$ cat config.mk
export PLATFORM = sky130hd
export DESIGN_NAME = eruption_scheduler
export DESIGN_NICKNAME = d
export VERILOG_FILES = /design/src/rtl/eruption_scheduler_pkg.sv /design/src/rtl/eruption_scheduler_tick_edge_detect.sv /design/src/rtl/eruption_scheduler.sv
export SDC_FILE = /design/constraint.sdc
export NUM_CORES = 1
export LEC_CHECK = 0
export CORE_MARGIN = 2
export CORE_UTILIZATION = 50
export DETAILED_ROUTE_END_ITERATION = 12
export PLACE_DENSITY = 0.75
export REMOVE_ABC_BUFFERS = 1
export SLEW_MARGIN = 10
export SYNTH_ARGS = -nofsm -noshare
export SYNTH_HDL_FRONTEND = slang
export SYNTH_HIERARCHICAL = 1
export SYNTH_SLANG_ARGS = --single-unit
$ cat constraint.sdc
create_clock -name clk -period 5.99 [get_ports clk]
set_input_delay 1.797 -clock clk [delete_from_list [all_inputs] [get_ports clk]]
set_output_delay 1.797 -clock clk [all_outputs]
set_load 0.005 [all_outputs]
$ cat src/rtl/eruption_scheduler_pkg.sv
// ---------------------------------------------------------------------------
// eruption_scheduler_pkg
//
// Shared definitions for the volcano game round sequencer and the blocks that
// consume its outputs (display, sound):
//   - state_e      : FSM state codes as seen on the 3-bit state output
//   - SCORE_MAX    : score saturation ceiling
//   - sat_add()    : saturating score increment helper
// ---------------------------------------------------------------------------
package eruption_scheduler_pkg;

   // Codes 6 and 7 are never produced; the FSM recovers from them to IDLE.
   typedef enum logic [2:0] {
      ST_IDLE  = 3'd0,
      ST_ARMED = 3'd1,
      ST_RUN   = 3'd2,
      ST_WARN  = 3'd3,
      ST_ERUPT = 3'd4,
      ST_OVER  = 3'd5
   } state_e;

   localparam logic [7:0] SCORE_MAX = 8'd255;

   // Add a small bonus to the score, clamping at SCORE_MAX instead of wrapping.
   function automatic logic [7:0] sat_add(input logic [7:0] base,
                                          input logic [1:0] bonus);
      logic [8:0] sum;
      sum = {1'b0, base} + {7'd0, bonus};
      if (sum > {1'b0, SCORE_MAX}) begin
         return SCORE_MAX;
      end
      return sum[7:0];
   endfunction

endpackage : eruption_scheduler_pkg

$ cat src/rtl/eruption_scheduler_tick_edge_detect.sv
// ---------------------------------------------------------------------------
// tick_edge_detect
//
// Turns each rising edge of the slow game clock clk10 into a single-cycle
// registered pulse in the clk domain.
//
// Ports:
//   clk    in  : system clock
//   resetn in  : asynchronous active-low reset
//   clk10  in  : game clock, already a registered square wave in clk domain
//   tick   out : one-cycle pulse, high the cycle after clk10 rises
// ---------------------------------------------------------------------------
module tick_edge_detect (
   input  logic clk,
   input  logic resetn,
   input  logic clk10,
   output logic tick
);

   logic clk10_d_q;
   logic tick_q;

   // clk10_d resets to 1 so that a clk10 sitting high out of reset does not
   // look like a rising edge; the first tick needs a real 0->1 transition.
   always_ff @(posedge clk or negedge resetn) begin
      if (!resetn) begin
         clk10_d_q <= 1'b1;
         tick_q    <= 1'b0;
      end else begin
         clk10_d_q <= clk10;
         tick_q    <= clk10 & ~clk10_d_q;
      end
   end

   assign tick = tick_q;

endmodule : tick_edge_detect

$ cat src/rtl/eruption_scheduler.sv
// ---------------------------------------------------------------------------
// eruption_scheduler
//
// Round sequencer for the volcano game. Counts game ticks through the phases
// IDLE -> ARMED -> RUN -> WARN -> ERUPT -> OVER and keeps a saturating sample
// score. Every output is registered.
//
// Parameters:
//   ROUND_TICKS : ticks in a round before the eruption (2..127)
//   WARN_TICKS  : ticks_left value at which WARN begins (1..ROUND_TICKS-1)
//   ERUPT_TICKS : ticks spent erupting (1..15)
//
// Ports:
//   clk        in  : system clock
//   resetn     in  : asynchronous active-low reset
//   clk10      in  : slow game clock (registered square wave, clk domain)
//   start      in  : level; begins a round from IDLE or OVER
//   sample     in  : one-cycle pulse per collected rock sample
//   abort      in  : return to IDLE, overrides everything else
//   tick       out : one-cycle pulse per clk10 rising edge
//   state      out : FSM state code (see state_e)
//   ticks_left out : remaining round ticks
//   erupt_left out : remaining eruption ticks
//   warning    out : high while in WARN
//   erupting   out : high while in ERUPT
//   score      out : saturating sample score
//   game_over  out : high while in OVER
// ---------------------------------------------------------------------------
module eruption_scheduler
   import eruption_scheduler_pkg::*;
#(
   parameter int unsigned ROUND_TICKS = 60,
   parameter int unsigned WARN_TICKS  = 10,
   parameter int unsigned ERUPT_TICKS = 5
) (
   input  logic       clk,
   input  logic       resetn,
   input  logic       clk10,
   input  logic       start,
   input  logic       sample,
   input  logic       abort,
   output logic       tick,
   output logic [2:0] state,
   output logic [6:0] ticks_left,
   output logic [3:0] erupt_left,
   output logic       warning,
   output logic       erupting,
   output logic [7:0] score,
   output logic       game_over
);

   localparam logic [6:0] ROUND_L = 7'(ROUND_TICKS);
   localparam logic [6:0] WARN_L  = 7'(WARN_TICKS);
   localparam logic [3:0] ERUPT_L = 4'(ERUPT_TICKS);

   // ------------------------------------------------------------------
   // Game tick extraction
   // ------------------------------------------------------------------
   logic tick_w;

   tick_edge_detect u_tick_edge_detect (
      .clk    (clk),
      .resetn (resetn),
      .clk10  (clk10),
      .tick   (tick_w)
   );

   assign tick = tick_w;

   // ------------------------------------------------------------------
   // State and counters
   // ------------------------------------------------------------------
   state_e     state_q,      state_d;
   logic [6:0] ticks_left_q, ticks_left_d;
   logic [3:0] erupt_left_q, erupt_left_d;
   logic [7:0] score_q,      score_d;
   logic       warning_q;
   logic       erupting_q;
   logic       game_over_q;

   logic [6:0] ticks_dec;
   logic [3:0] erupt_dec;

   assign ticks_dec = ticks_left_q - 7'd1;
   assign erupt_dec = erupt_left_q - 4'd1;

   always_ff @(posedge clk or negedge resetn) begin
      if (!resetn) begin
         state_q      <= ST_IDLE;
         ticks_left_q <= 7'd0;
         erupt_left_q <= 4'd0;
         score_q      <= 8'd0;
         warning_q    <= 1'b0;
         erupting_q   <= 1'b0;
         game_over_q  <= 1'b0;
      end else begin
         state_q      <= state_d;
         ticks_left_q <= ticks_left_d;
         erupt_left_q <= erupt_left_d;
         score_q      <= score_d;
         // Flags are decoded from the next state so they switch on the
         // same edge as the state code itself.
         warning_q    <= (state_d == ST_WARN);
         erupting_q   <= (state_d == ST_ERUPT);
         game_over_q  <= (state_d == ST_OVER);
      end
   end

   always_comb begin
      state_d      = state_q;
      ticks_left_d = ticks_left_q;
      erupt_left_d = erupt_left_q;
      score_d      = score_q;

      if (abort) begin
         // Abort freezes counters and score; only the state moves.
         state_d = ST_IDLE;
      end else begin
         // Scoring looks at the state before any transition this cycle, so a
         // sample on the tick that enters WARN still earns the RUN rate.
         if (sample) begin
            if (state_q == ST_RUN) begin
               score_d = sat_add(score_q, 2'd1);
            end else if (state_q == ST_WARN) begin
               score_d = sat_add(score_q, 2'd2);
            end
         end

         case (state_q)
            ST_IDLE, ST_OVER: begin
               if (start) begin
                  state_d      = ST_ARMED;
                  ticks_left_d = ROUND_L;
                  erupt_left_d = 4'd0;
                  score_d      = 8'd0;
               end
            end

            // The tick that leaves ARMED does not count down, so the first
            // countdown step covers a whole game period.
            ST_ARMED: begin
               if (tick_w) begin
                  state_d = ST_RUN;
               end
            end

            ST_RUN: begin
               if (tick_w) begin
                  ticks_left_d = ticks_dec;
                  if (ticks_dec == WARN_L) begin
                     state_d = ST_WARN;
                  end
               end
            end

            ST_WARN: begin
               if (tick_w) begin
                  ticks_left_d = ticks_dec;
                  if (ticks_dec == 7'd0) begin
                     state_d      = ST_ERUPT;
                     erupt_left_d = ERUPT_L;
                  end
               end
            end

            ST_ERUPT: begin
               if (tick_w) begin
                  erupt_left_d = erupt_dec;
                  if (erupt_dec == 4'd0) begin
                     state_d = ST_OVER;
                  end
               end
            end

            // Unused codes fall back to IDLE.
            default: begin
               state_d = ST_IDLE;
            end
         endcase
      end
   end

   assign state      = state_q;
   assign ticks_left = ticks_left_q;
   assign erupt_left = erupt_left_q;
   assign score      = score_q;
   assign warning    = warning_q;
   assign erupting   = erupting_q;
   assign game_over  = game_over_q;

endmodule : eruption_scheduler
# After elaboration in Yosys (flattened, before gate mapping)
# Cells that the tools add are included.
# W data, S select, Z words.
word_totals:
  register_bits: 27
  inputBits: 6
  out_inout_bits: 26
op_classes:
  add_sub_neg: 4
  order_cmp: 2
  n_eq_ne: 14
  muxes: 36
  bitwise: 3
  reduce_logical: 9
op_table:
  columns: ["operator", "n"]
  rows:
  - ["$mux W8", 9]
  - ["$mux W3", 9]
  - ["$gt A9 B8 Y1 const B", 2]
  - ["$mux W4", 4]
  - ["$pmux W3 S5", 1]
  - ["$mux W7", 2]
  - ["$pmux W7 S2", 1]
  - ["$eq A3 B3 Y1 const B", 4]
  - ["$pmux W4 S3", 1]
  - ["$add A8 B1 Y9 const B", 1]
  - ["$add A8 B2 Y9 const B", 1]
  - ["$eq A3 B2 Y1 const B", 3]
  - ["$mux W1", 9]
  - ["$ne A2 B1 Y1 const B", 4]
  - ["$eq A7 B4 Y1 const B", 1]
  - ["$logic_not A7 Y1", 1]
  - ["$sub A7 B1 Y7 const B", 1]
  - ["$reduce_and A6 Y1", 1]
  - ["$logic_not A4 Y1", 1]
  - ["$reduce_and A4 Y1", 1]
  - ["$reduce_or A2 Y1", 2]
  - ["$sub A4 B1 Y4 const B", 1]
  - ["$eq A3 B1 Y1 const B", 1]
  - ["$logic_not A3 Y1", 1]
  - ["5 further kinds", 6]

# Logic depth before layout (Yosys ltp)
# Gate-level depths: netlist (run 1).
depth:
  depth_word: 13
  depth_mapped: 8
  depth_no_buf: 8

# Hierarchy
# The synthesis (run 1) kept the hierarchy.
modules_own_cells:
  columns: ["module", "instances", "cells_each", "area_each_um2", "seq_area_each_um2"]
  rows:
  - ["eruption_scheduler", 1, 234, 1916.8, 625.6]
  - ["tick_edge_detect", 1, 3, 65.1, 51.3]

# Worst setup path before layout (run 1)
# Ideal clock, no wire load.
synth_timing:
  kind: "input-to-reg"
  from: "in abort"
  to: "reg ticks_left_q[3] (netlist: ticks_left[3])"
  setup_ns: 0.138
  t_arrival_ns: 2.785
  required_time_ns: 5.852
  slack_ns: 3.067
  path_stages: 5
  n_path_buf: 1
  path_cell_list: "clkbuf_1 -> a21oi_1 -> nand2_1 -> o41ai_1 -> o21ai_0"
synth_via:
  elab_chain_cells: 2
synth_rtl:
  columns: ["item", "line_no", "source"]
  rows:
  - ["start: declaration", "eruption_scheduler.sv:41", "input logic abort,"]
  - ["$not A1 Y1 (no source line)", null, null]
  - ["$reduce_and A4 Y1 (no source line)", null, null]
  - ["end signal: assignment", "eruption_scheduler.sv:98", "ticks_left_q <= ticks_left_d;"]
  - ["end: declaration", "eruption_scheduler.sv:74", "logic [6:0] ticks_left_q, ticks_left_d;"]
# Every way passes these cells.
# A chain may end at the register's enable or synchronous reset.

# Worst setup path in the final report (run 1)
# Same ends and word-level chain as after synthesis.

==> results of run 1 <==
layer usage:
layer  part of all wire (%)  track usage [%]  up-vias  wire [µm]
met5                      0                0        -          0
met4                    1.1             6.38        0         52
met3                    4.8             2.87        6        230
met2                     46             38.1       59       2220
met1                     48             32.0      913       2290
li1                       -                -      909          -
state kept, by name, summed over array words and instances, names as in the netlist:
name,cells
score,8
ticks_left,7
erupt_left,4
state,3
erupting,1
game_over,1
u_tick_edge_detect/clk10_d_q,1
u_tick_edge_detect/tick,1
warning,1
worst min path at each step:
stage                               to  slack [ns]  depth (start not counted)
4_1_cts        u_tick_edge_detect/tick        0.51                          1
2_1_floorplan  u_tick_edge_detect/tick        0.47                          1
5_1_grt        u_tick_edge_detect/tick        0.51                          1
6_report       u_tick_edge_detect/tick        0.51                          1
3_5_place_dp   u_tick_edge_detect/tick        0.48                          1
3_3_place_gp   u_tick_edge_detect/tick        0.48                          1
where the power goes:
part / leakage [nW] / switching [mW] / internal [mW]
clock network: 0.0228 / 0.0555 / 0.0476
logic: 0.585 / 0.0897 / 0.111
registers: 0.348 / 0.0673 / 0.209
total: 0.956 / 0.213 / 0.368
cells in the mapped netlist, drive strengths merged, types with 2 or more instances:
master / number
nand2: 27
dfrtp: 26
o21ai: 26
nor2: 19
inv: 11
nor3: 11
ha: 10
a21oi: 9
nand2b: 7
a31oi: 6
buf: 6
clkbuf: 6
or3: 6
nor2b: 5
a211oi: 3
a32oi: 3
and2: 3
and3: 3
nand3: 3
nand4: 3
xor2: 3
a21o: 2
a311o: 2
a41oi: 2
and4b: 2
mux2i: 2
nor3b: 2
o21bai: 2
o221ai: 2
o31a: 2
cells by family (layout without fill, tap and decap cells):
logic type	count (synthesis)	count (layout)	share of synthesized area, %
simple gates	98	98	26.7
fa+ha+maj	10	10	6.31
buf+inv	23	47	5.05
compound gates	72	72	24.4
xor+xnor	4	4	1.77
mux	3	3	1.58
flops	27	27	34.2
final cells by class:
| class | count | area (µm²) | area share (%) |
|---|---|---|---|
| Multi-Input combinational cell | 187 | 1200 | 51.4 |
| Inverter | 11 | 41.3 | 1.76 |
| Timing Repair Buffer | 32 | 318 | 13.5 |
| Tap cell | 48 | 60.1 | 2.56 |
| Sequential cell | 27 | 677 | 28.9 |
| Clock buffer | 4 | 45.0 | 1.92 |
per-stage QoR:
stage	instance area, µm²	setup slack (ns)
global route	2350	2.25
CTS	2350	2.44
detailed placement	2300	2.16
global placement	2300	2.21
floorplan	1920	3.09
finish	2350	2.41
==> impl_metrics.tcl, run 1 <==
set metrics [dict create \
    status "finished, final reports clean" \
    holdCritPathClass "flip-flop to flip-flop" \
    synth_top_area_share_pct 32.8 \
    die_y_um 67.0 \
    rr_worst_depth 8 \
    async_flop_share_pct 100 \
    ys_ff_latch 27 \
    cp_top_family "compound AO/OA/AOI/OAI gates" \
    reg2reg_slack_ns 3.51 \
    worst_path_largest_cell_delay_ns 0.71 \
    htree_levels 1 \
    io_buffers 31 \
    skew_ns 0.00564 \
    fmax_ghz 0.279 \
    antenna_left 0 \
    power_mw 0.581 \
    vias_per_cell 6.11 \
    grt_pass1_vias 1756 \
    ir_drop_v 0.000112 \
    worstPathArrival_ns 3.73 \
    drv_cap 0 \
    worst_hold_slack_ns 0.505 \
    grtUsageTotal_pct 23.2 \
    cts_tree "built" \
    yosys.area.top_type "dfrtp_1" \
    worstSetupEndpointType "flip-flop" \
    cp_slowest_cell "clkdlybuf4s50_1" \
    cp_max_fo 17 \
    routed_wl_um 4800 \
    maxSlewHeadroom_pct 60.7 \
    ys_top_cells_by_area "dfrtp_1 (33%), ha_1 (6.3%), o21ai_0 (5.3%)" \
    post_cts_buffers 0 \
    diodes 0 \
    worst-path-stages 5 \
    cts_resized 0 \
    p_per_area_mw_per_mm2 247 \
    final_util_pct 62.7 \
    cts-root-buf "clkbuf_8" \
    worstHoldStart "u_tick_edge_detect/clk10_d_q" \
    fin_cells 309 \
    path_clk_slew_ns 0.09 \
    cts_hold_buf 0 \
    core-area_mm2 0.00374 \
    most-common-layout-cells "clkdlybuf4s50_1 (31), nand2_1 (27), dfrtp_1 (26)" \
    startpoint "abort" \
    grt.overflow.total 0 \
    finalSetupTns_ns 0 \
    ys_warn_count 6 \
    cp.required_ns 6.14 \
    synth_edf_count 0 \
    reg2reg_from "ticks_left[0]" \
    drt_iter0_drc 159 \
    place_hpwl_um 3450 \
    drc 0 \
    first_pass_iters 4 \
    antenna_found_initial 0 \
    synth_cells 237 \
    initial_utilization_pct 52.9 \
    setup_violations 0 \
    start_kind "primary input" \
    grt_max_degree 28 \
    layout.nets 278 \
    num_io_pins 32 \
    fin_crit_sh_pct 59.8 \
    gp_routability_congestion 0.909 \
    worstMarginPinSlew_ns 0.588 \
    final_common_cell "clkdlybuf4s50_1" \
    worst_skew_pair.late_latency_ns 0.27 \
    p_leak_nw 0.956 \
    fillerInstances 347 \
    cts_buffers 3 \
    drv_slew 0 \
    crit_path_cell_trace "clkdlybuf4s50_1 -> a21oi_1 -> nand2_1 -> o41ai_1 -> o21ai_0" \
    dieArea_mm2 0.00448 \
    rsz0062_at_grt "false" \
    area_growth_pct 18.4 \
    netlist_area_mm2 0.00198 \
    rr_endpoint "state[0]" \
    clock_sinks 27 \
    die_w_um 67.0 \
    dp.cells 305 \
    avgSynthCellArea_um2 8.36 \
    ys_seq_area_share_pct 34.2 \
    avgRoutedWirePerCell_um 15.5 \
    crit_buf_inv 1 \
    critical_path.endpoint "ticks_left[3]" \
    finalHoldViolCount 0 \
    clockBufferDepth 2 \
    drive_gt1_share_pct 5.75 \
    synth.distinct_cells 61 \
    synth_ff_type "dfrtp_1" \
    num_vias 1887 \
    crit_type "primary input to flip-flop" \
    grt_pass1_wl_um 8020 \
    rows 22 \
    fin_crit_ns 3.58 \
]
(Power assumes the default switching activity.)
==> run 2, diff against run 1 <==
- clock period: 5.99 -> 3.75 ns (I/O delays scaled with it)
==> impl_metrics.tcl, run 2 (synthesized netlist as in run 1, its figures left out) <==
set metrics [dict create \
    netSwitchingFraction_pct 36.6 \
    crit_buf_inv 1 \
    worst_hold_slack_ns 0.502 \
    grt_pass1_wl_um 8140 \
    worstMarginPinSlew_ns 0.586 \
    grtUsageMet1_pct 33.3 \
    fmax_ghz 0.370 \
    final_util_pct 63.1 \
    largest_reg_flops 8 \
    first_pass_iters 5 \
    post_cts_buffers 0 \
    cts_tree "built" \
    status "finished, final reports clean" \
    cp_max_fo 18 \
    switchingPower_mw 0.340 \
    fin_crit_sh_pct 72.1 \
    fillerInstances 330 \
    dp.cells 307 \
    die_w_um 67.0 \
    clock_sinks 27 \
    p_clk_share_pct 17.6 \
    place_hpwl_um 3370 \
    groute.layer.met3.usage_pct 2.87 \
    grt.overflow.total 0 \
    finalHoldViolCount 0 \
    core-area_mm2 0.00374 \
    fin_cells 311 \
    cts_hold_buf 0 \
    drc 0 \
    clockBufferDepth 2 \
    htree_levels 1 \
    die_y_um 67.0 \
    pwr-share-seq_pct 47.9 \
    cp_top_family "flip-flops" \
    post-place-ws_ns 0.908 \
    worst_path_largest_cell_delay_ns 0.69 \
    grt_pass1_vias 1780 \
    rsz0062_at_grt "false" \
    num_io_pins 32 \
    gp_routability_congestion 0.969 \
    cp_slowest_cell "dfrtp_1" \
    antenna_found_initial 0 \
    cts_resized 0 \
    p_leak_nw 0.969 \
    path_clk_slew_ns 0.09 \
    grtUsageTotal_pct 23.4 \
    drt_iter0_drc 201 \
    diodes 0 \
    crit_path_cell_trace "clkdlybuf4s50_1" \
    grt_busiest_layer "met2" \
    p_per_area_mw_per_mm2 393 \
    worstSetupEndpointType "output pin" \
    layout.nets 280 \
    combPwrFrac_pct 34.5 \
    rows 22 \
    p_int_mw 0.588 \
    grt_max_degree 28 \
    avgRoutedWirePerCell_um 15.3 \
    setup_ws_ns 1.04 \
    cts-root-buf "clkbuf_8" \
    ir_drop_v 0.000203 \
    area_growth_pct 19.2 \
    holdCritPathClass "flip-flop to flip-flop" \
    cp.required_ns 2.62 \
    drive_gt1_share_pct 6.84 \
    io_buffers 31 \
    setup_violations 0 \
    crit_type "flip-flop to output pin" \
    most-common-layout-cells "clkdlybuf4s50_1 (31), nand2_1 (27), dfrtp_1 (26)" \
    fin_crit_ns 2.71 \
    final_common_cell "clkdlybuf4s50_1" \
    start_kind "flip-flop" \
    cts_buffers 3 \
    vias_per_cell 6.04 \
    antenna_left 0 \
    dieArea_mm2 0.00448 \
    worstPathArrival_ns 1.58 \
    initial_utilization_pct 52.9 \
    finalSetupTns_ns 0 \
    num_vias 1878 \
    maxSlewHeadroom_pct 60.9 \
    drv_cap 0 \
    worst_skew_pair.late_latency_ns 0.27 \
    drv_slew 0 \
    skew_ns 0.00231 \
    met2_usage_pct 37.4 \
    routed_wl_um 4770 \
]
[run 2: power by group through the flow]
stage / combinational (mW) / sequential, mW / clock (mW)
floorplan: 0.178 / 0.419 / 0
global placement: 0.312 / 0.445 / 0
detailed placement: 0.318 / 0.446 / 0
CTS: 0.320 / 0.441 / 0.170
global route: 0.357 / 0.457 / 0.179
finish: 0.320 / 0.444 / 0.163
[run 2: path summary, 6_finish.rpt]
check | from | to | slack (ns) | depth (start not counted)
worst max-delay path | state[0] | state[0] | 1.04 | 1
worst min-delay path | u_tick_edge_detect/clk10_d_q | u_tick_edge_detect/tick | 0.50 | 1
worst max register to register | ticks_left[0] | erupting | 1.27 | 8
worst min register to register | u_tick_edge_detect/clk10_d_q | u_tick_edge_detect/tick | 0.50 | 1
max in group asynchronous | resetn | u_tick_edge_detect/clk10_d_q | 2.23 | 2
min in group asynchronous | resetn | erupting | 1.22 | 2
[run 2: routing by layer]
metal	part of all wire, %	wire (µm)	vias up
met3	5.4	260	9
met2	45	2170	72
li1	-	-	914
met5	0	0	-
met1	48	2280	883
met4	1.3	61	0
[run 2: final cells by class]
cell class / count / area (µm²) / share of cell area, %
Inverter: 11 / 41.3 / 1.75
Timing Repair Buffer: 34 / 333 / 14.1
Multi-Input combinational cell: 187 / 1200 / 51.0
Tap cell: 48 / 60.1 / 2.54
Clock inverter: 1 / 5.00 / 0.212
Sequential cell: 27 / 677 / 28.7
Clock buffer: 3 / 41.3 / 1.75
[run 2: per-stage QoR]
stage,instance area [µm²],power [mW]
4_1_cts,2360,0.931
3_5_place_dp,2320,0.764
6_report,2360,0.928
2_1_floorplan,1920,0.597
3_3_place_gp,2320,0.756
5_1_grt,2360,0.993
==> run 3, diff against run 2 <==
- clock period: 3.75 -> 2.5 ns (I/O delays scaled with it)
==> impl_metrics.tcl, run 3 (synthesized netlist as in run 1, its figures left out) <==
set metrics [dict create \
    status "finished, final reports clean" \
    finalHoldViolCount 0 \
    worstMarginPinSlew_ns 0.530 \
    cp_max_fo 14 \
    largest_reg_flops 8 \
    cts-root-buf "clkbuf_8" \
    holdCritPathClass "flip-flop to flip-flop" \
    switchingPower_mw 0.508 \
    setup_ws_ns 0.308 \
    crit_path_cell_trace "clkdlybuf4s50_1" \
    p_per_area_mw_per_mm2 582 \
    fillerInstances 353 \
    dr_wl_met2_um 2150 \
    pwr-share-seq_pct 46.6 \
    finalSetupTns_ns 0 \
    crit_buf_inv 1 \
    grt.overflow.total 0 \
    skew_ns 0.00270 \
    crit_type "flip-flop to output pin" \
    most-common-layout-cells "clkdlybuf4s50_1 (31), nand2_1 (27), dfrtp_1 (26)" \
    cp_slowest_cell "clkdlybuf4s50_1" \
    grt_pass1_vias 1786 \
    dieArea_mm2 0.00448 \
    cp.required_ns 1.75 \
    drt_iter0_drc 155 \
    clockBufferDepth 2 \
    routed_wl_um 4770 \
    grt_max_degree 28 \
    clock_sinks 27 \
    gp_routability_congestion 0.949 \
    die_w_um 67.0 \
    path_clk_slew_ns 0.09 \
    core-area_mm2 0.00374 \
    p_int_mw 0.893 \
    maxSlewHeadroom_pct 64.4 \
    drc 0 \
    worstSetupEndpointType "output pin" \
    top_layer "met4" \
    p_leak_nw 0.997 \
    post-place-ws_ns 0.102 \
    layout.nets 286 \
    final_common_cell "clkdlybuf4s50_1" \
    place_hpwl_um 3450 \
    reg2reg_slack_ns 0.37 \
    cts_tree "built" \
    start_kind "flip-flop" \
    worst_path_largest_cell_delay_ns 0.59 \
    drv_cap 0 \
    cts_buffers 3 \
    num_io_pins 32 \
    first_pass_iters 4 \
    die_y_um 67.0 \
    initial_utilization_pct 52.9 \
    antenna_found_initial 0 \
    cts_hold_buf 0 \
    cts_resized 0 \
    htree_levels 1 \
    setup_violations 0 \
    io_buffers 31 \
    vias_per_cell 6.09 \
    post_cts_buffers 0 \
    fin_crit_ns 2.19 \
    avgRoutedWirePerCell_um 15.1 \
    area_growth_pct 21.4 \
    drv_slew 0 \
    worstPathArrival_ns 1.44 \
    grtUsageTotal_pct 23.8 \
    rows 22 \
    rsz0062_at_grt "false" \
    worst_skew_pair.late_latency_ns 0.27 \
    wl_met3_um 283 \
    cp_top_family "buffers and inverters" \
    fin_crit_sh_pct 87.7 \
    ir_drop_v 0.000315 \
    num_vias 1931 \
    grt_pass1_wl_um 8220 \
    netSwitchingFraction_pct 36.3 \
    fmax_ghz 0.456 \
    p_clk_share_pct 17.5 \
    antenna_left 0 \
    combPwrFrac_pct 35.9 \
    drive_gt1_share_pct 8.55 \
    diodes 0 \
    drt-met1-wl_um 2300 \
]
## run 3: changes by cell type in the layout (fill, tap and decap cells not counted)
cell	change
buf_4	+6
clkbuf_1	+1
clkinv_2	-1
## run 3: metrics by stage
step	instances	hold WS, ns	area (µm²)	total power, mW	utilization (%)
after global routing	317	0.518	2410	1.50	64.3
after global placement	313	0.485	2360	1.15	63.1
after detailed placement	313	0.486	2360	1.16	63.1
after CTS	317	0.510	2410	1.40	64.3
final	317	0.508	2410	1.40	64.3
after floorplan	225	0.454	1920	0.896	-
## run 3: power by group through the flow
stage               clock (mW)  combinational, mW  sequential [mW]
floorplan                    0              0.267            0.629
global placement             0              0.493            0.658
detailed placement           0              0.502            0.656
CTS                      0.251              0.505            0.647
global route             0.272              0.562            0.666
finish                   0.246              0.503            0.653
## run 3: per-layer routing
metal,vias up,GRT usage (%)
met5,-,0
met4,0,7.65
met3,5,2.70
met2,79,37.8
met1,918,33.7
li1,929,-
## run 3: area by class of cell
cell class / instances / area (µm²) / share of cell area, %
multi-input combinational: 187 / 1200 / 50.1
sequential: 27 / 677 / 28.1
timing repair buffer: 40 / 378 / 15.7
tap: 48 / 60.1 / 2.50
clock buffer: 4 / 45.0 / 1.87
inverter: 11 / 41.3 / 1.72
## run 3: path summary, 6_finish.rpt
| path | to | start | cells after the start |
|---|---|---|---|
| worst max-delay path | state[1] | state[1] | 1 |
| worst min-delay path | u_tick_edge_detect/tick | u_tick_edge_detect/clk10_d_q | 1 |
| worst max register to register | erupting | ticks_left[0] | 8 |
| worst min register to register | u_tick_edge_detect/tick | u_tick_edge_detect/clk10_d_q | 1 |
| max in group asynchronous | u_tick_edge_detect/clk10_d_q | resetn | 2 |
| min in group asynchronous | ticks_left[0] | resetn | 2 |
